$ cat src/rtl/ex_mem_stage.sv
// EX/MEM pipeline stage: 2-entry in-order result buffer; branches resolve at accept and redirect without using a slot.
// Latency 1 cycle in->out; in_ready is registered and drops while both entries are full.
module ex_mem_stage #(
  parameter int XLEN = 32
) (
  input  logic            clk,
  input  logic            rst,
  input  logic            in_valid,
  output logic            in_ready,
  input  logic [XLEN-1:0] ALUResult,
  input  logic [2:0]      GES,
  input  logic [4:0]      Rd,
  input  logic            RegWrite,
  input  logic            Branch,
  input  logic [2:0]      BrFunct,
  input  logic [XLEN-1:0] BrTarget,
  input  logic            Flush,
  output logic            out_valid,
  input  logic            out_ready,
  output logic [XLEN-1:0] Out_Result,
  output logic [4:0]      Out_Rd,
  output logic            Out_RegWrite,
  output logic            Redirect,
  output logic [XLEN-1:0] RedirectPC
);

  typedef struct packed {
    logic [XLEN-1:0] result;
    logic [4:0]      rd;
    logic            reg_write;
  } entry_t;

  typedef enum logic [1:0] {EMPTY, ONE, TWO} occ_e;

  occ_e   state;
  entry_t head;
  entry_t second;
  entry_t new_entry;
  logic   accept;
  logic   push;
  logic   pop;
  logic   taken;

  assign accept    = in_valid & in_ready & ~Flush;
  assign push      = accept & ~Branch;
  assign pop       = out_valid & out_ready;
  // Writes to x0 are architecturally dead, so drop the write enable here once.
  assign new_entry = '{result: ALUResult, rd: Rd, reg_write: RegWrite & (Rd != 5'd0)};

  // GES = {greater, equal, smaller}
  always_comb begin
    taken = 1'b0;
    case (BrFunct)
      3'b000:         taken = GES[1];
      3'b001:         taken = ~GES[1];
      3'b100, 3'b110: taken = GES[0];
      3'b101, 3'b111: taken = GES[2] | GES[1];
      default:        taken = 1'b0;
    endcase
  end

  always_ff @(posedge clk) begin
    if (rst) begin
      state      <= EMPTY;
      in_ready   <= 1'b1;
      head       <= '0;
      second     <= '0;
      Redirect   <= 1'b0;
      RedirectPC <= '0;
    end else if (Flush) begin
      state    <= EMPTY;
      in_ready <= 1'b1;
      Redirect <= 1'b0;
    end else begin
      Redirect <= accept & Branch & taken;
      if (accept & Branch & taken)
        RedirectPC <= BrTarget;
      case (state)
        EMPTY: begin
          if (push) begin
            head  <= new_entry;
            state <= ONE;
          end
        end
        ONE: begin
          if (push && pop) begin
            head <= new_entry;
          end else if (push) begin
            second   <= new_entry;
            state    <= TWO;
            in_ready <= 1'b0;
          end else if (pop) begin
            state <= EMPTY;
          end
        end
        TWO: begin
          // in_ready is low here, so no push can arrive alongside the pop.
          if (pop) begin
            head     <= second;
            state    <= ONE;
            in_ready <= 1'b1;
          end
        end
        default: state <= EMPTY;
      endcase
    end
  end

  assign out_valid    = (state != EMPTY);
  assign Out_Result   = head.result;
  assign Out_Rd       = head.rd;
  assign Out_RegWrite = head.reg_write;

endmodule
$ cat config.mk
export PLATFORM = sky130hd
export DESIGN_NAME = ex_mem_stage
export DESIGN_NICKNAME = d
export VERILOG_FILES = /design/src/rtl/ex_mem_stage.sv
export SDC_FILE = /design/constraint.sdc
export NUM_CORES = 1
export LEC_CHECK = 0
export BUFFER_PORTS_ARGS = -buffer_cell sky130_fd_sc_hd__clkbuf_2
export CAP_MARGIN = 20
export CORE_ASPECT_RATIO = 1.2
export CORE_MARGIN = 3
export CORE_UTILIZATION = 35
export DETAILED_ROUTE_END_ITERATION = 10
export PLACE_DENSITY = 0.57
export SLEW_MARGIN = 20
export SYNTH_ARGS = -nofsm -noshare
export SYNTH_HDL_FRONTEND = slang
export SYNTH_SLANG_ARGS = --single-unit
$ cat constraint.sdc
create_clock -name clk -period 2.8 [get_ports clk]
set_clock_uncertainty 0.15 [all_clocks]
set_input_delay 0.42 -clock clk [delete_from_list [all_inputs] [get_ports clk]]
set_output_delay 0.42 -clock clk [all_outputs]
set_load 0.02 [all_outputs]
==> impl_metrics.json <==
{
  "fin_crit_ps": 2060,
  "antenna_found_initial": 0,
  "p_int_uw": 2530,
  "place_inst": 799,
  "path_max_fanout": 39,
  "worstPathRequired_ps": 2900,
  "p_per_area_nw_per_um2": 550,
  "postSynthAreaPerCell_um2": 9.54,
  "met2_usage_pct": 26.8,
  "wl_um": 12300,
  "grt_pass1_wl_um": 19800,
  "clk_latency_ps": 340,
  "drive_above_1_share_pct": 32.5,
  "peakVddDrop_uv": 279,
  "critPathLaunchType": "register",
  "end_kind": "register",
  "drtIter0Drc": 179,
  "ys_warn_count": 0,
  "io_buffers": 154,
  "fin_cells": 815,
  "synth_compound_area_share_pct": 13.6,
  "drc": 0,
  "nFillCells": 1360,
  "cts_hold_repair.buffers": 0,
  "synthCells": 512,
  "die_x_um": 114,
  "antenna_cells": 0,
  "row_count": 46,
  "initial_core_util_pct": 36.4,
  "wl_per_cell_um": 15.1,
  "core_um2": 13400,
  "area_delta_synth_final_pct": 23.9,
  "syn-num-nets": 594,
  "yosysMostFrequentCell": "dfxtp_1",
  "r2r_setup_slack_ps": 740,
  "antenna_left": 0,
  "synth_xor_area_share_pct": 0.179,
  "grt_pass1_vias": 4033,
  "cts_resized": 0,
  "synth_top_family_by_area": "simple AND/OR/NAND/NOR gates",
  "drt-pass1-iter-count": 6,
  "seqPwrFrac_pct": 49.7,
  "fmax_mhz": 485,
  "netlist_area_um2": 4890,
  "fin_hold_ws_ps": 155,
  "synth_area_leaders": "dfxtp_1, mux2i_1, nand2b_1",
  "track_usage_pct": 15.8,
  "ys_seq_area_share_pct": 45.9,
  "top_usage_layer": "met2",
  "slew_headroom_pct": 52.2,
  "ys_seq_elements": 112,
  "final_max_slew_viol_count": 0,
  "maxCapViolCount": 0,
  "synth_mux_area_share_pct": 14.3,
  "report.final.hold_viol_count": 0,
  "grt_overflow": 0,
  "p_leak_uw": 0.00261,
  "hold_depth": 3,
  "numCtsBuffers": 9,
  "hold_class": "input pin to register",
  "p_sw_uw": 803,
  "hold_start": "ALUResult[0]",
  "clockBufferDepth": 2,
  "setup_tns_ps": 0,
  "nets": 724,
  "total_power_uw": 3330,
  "tightest_slew_ps": 718,
  "htree_levels": 3,
  "synthFlopType": "dfxtp_1",
  "rr_worst_depth": 5,
  "p_comb_share_pct": 10.7,
  "num_vias": 3981,
  "async_flop_share_pct": 0,
  "switching_share_pct": 24.1,
  "synth_top_area_cell": "dfxtp_1",
  "synth_simple_gate_area_share_pct": 20.8,
  "synth-edff-count": 0,
  "dp_hpwl_um": 8540,
  "critPathKind": "register to register",
  "clockRootBuffer": "clkbuf_16",
  "synth_adder_area_share_pct": 0,
  "clk_pin_slew_ps": 70,
  "power_frac_clock_pct": 39.5,
  "outcome": "finished, final reports clean",
  "holdPathEnd": "second[6]$_SDFFE_PP0P_",
  "synth_commonest_cells": "dfxtp_1, nand2_1, mux2i_1",
  "cts_setup_buffers": 0,
  "via_per_inst": 4.88,
  "die_h_um": 135,
  "r2r_start": "state[0]$_SDFFE_PP0P_",
  "grtUsageMet1_pct": 19.6,
  "io_pins": 155,
  "cts_tree": "done",
  "arrival_ps": 2170,
  "netlist.area_leader.share_pct": 45.9,
  "cts_sinks": 112,
  "ys_types": 31,
  "die-area_um2": 15400,
  "fin_util_pct": 45.2,
  "setup_viol": 0,
  "place_congestion": 0.719,
  "rsz0062_at_grt": "no",
  "min_period_over_period_pct": 73.6,
  "timing.rr.end": "Out_RegWrite$_SDFFE_PP0P_",
  "grt_start_max_net_pins": 77,
  "gr-usage-met3_pct": 4.56
}
[cell type report]
type | instances | area, um^2 | area share, %
Tap cell | 168 | 210 | 3.47
Sequential cell | 112 | 2240 | 37.0
Timing Repair Buffer | 163 | 878 | 14.5
Multi-Input combinational cell | 355 | 2410 | 39.9
Inverter | 1 | 3.75 | 0.0620
Clock inverter | 5 | 55.1 | 0.909
Clock buffer | 11 | 253 | 4.17
[worst max-delay path by stage]
| stage | end | slack [ps] | cells after the start | startpoint |
|---|---|---|---|---|
| CTS | Out_RegWrite$_SDFFE_PP0P_ | 750 | 5 | state[0]$_SDFFE_PP0P_ |
| floorplan | second[27]$_SDFFE_PP0P_ | 1030 | 6 | in_ready$_SDFFE_PP1P_ |
| global route | Out_RegWrite$_SDFFE_PP0P_ | 610 | 5 | state[0]$_SDFFE_PP0P_ |
| finish | Out_RegWrite$_SDFFE_PP0P_ | 740 | 5 | state[0]$_SDFFE_PP0P_ |
| detailed placement | Out_Result[21]$_SDFFE_PP0P_ | 590 | 6 | Flush |
| global placement | Out_Result[23]$_SDFFE_PP0P_ | 650 | 6 | Flush |
[power by group through the flow]
| stage | Sequential, uW | Combinational, uW | Clock, uW |
|---|---|---|---|
| 2_1_floorplan | 1740 | 169 | 0 |
| 3_3_place_gp | 1690 | 356 | 0 |
| 3_5_place_dp | 1690 | 363 | 0 |
| 4_1_cts | 1660 | 363 | 1360 |
| 5_1_grt | 1660 | 390 | 1430 |
| 6_report | 1660 | 357 | 1320 |
[cells by family after synthesis]
kind of cell | count (synthesis)
flip-flops | 112
XOR/XNOR | 1
multiplexers | 70
AO/OA/AOI/OAI | 87
buffers and inverters | 45
AND/OR/NAND/NOR | 197
[worst max-delay path, cell delays in order (launching register included)]
cell and delay [ps]:
dfxtp_1 440, nand2b_2 200, buf_4 560, o211ai_1 190, a21boi_0 170, o32ai_1 230
[placed cells by master, fill, tap and decap left out, types with 2 or more instances in the layout]
master,Yosys,final
a211oi_1,17,17
a211oi_2,21,20
a21oi_1,40,40
buf_12,0,3
buf_4,8,7
clkbuf_16,0,9
clkbuf_2,0,153
clkbuf_8,0,2
clkinv_2,0,2
clkinvlp_4,0,2
dfxtp_1,112,112
mux2i_1,70,70
nand2_1,76,76
nand2b_1,66,65
nor2_1,5,5
nor2b_1,2,2
nor3_1,38,38
nor3b_1,3,2
o211ai_1,2,2
or2_2,2,3
[flip-flops by register name, indices dropped and copies added (netlist names)]
name / count
state: 2
Redirect: 1
in_ready: 1
Out_Result: 32
Out_RegWrite: 1
Out_Rd: 5
second: 38
RedirectPC: 32
[metal layers]
metal  vias to the layer above  wire, um
met5                         -         0
met4                         0       142
met3                         9       769
met2                       113      5980
met1                      1841      5380
li1                       2018         -
[per-stage QoR]
step           instance area, um^2  setup slack (ps)
6_report                      6060               738
5_1_grt                       6060               610
4_1_cts                       6060               752
3_5_place_dp                  5750               588
3_3_place_gp                  5750               651
2_1_floorplan                 4890              1030
(Power assumes the default switching activity.)
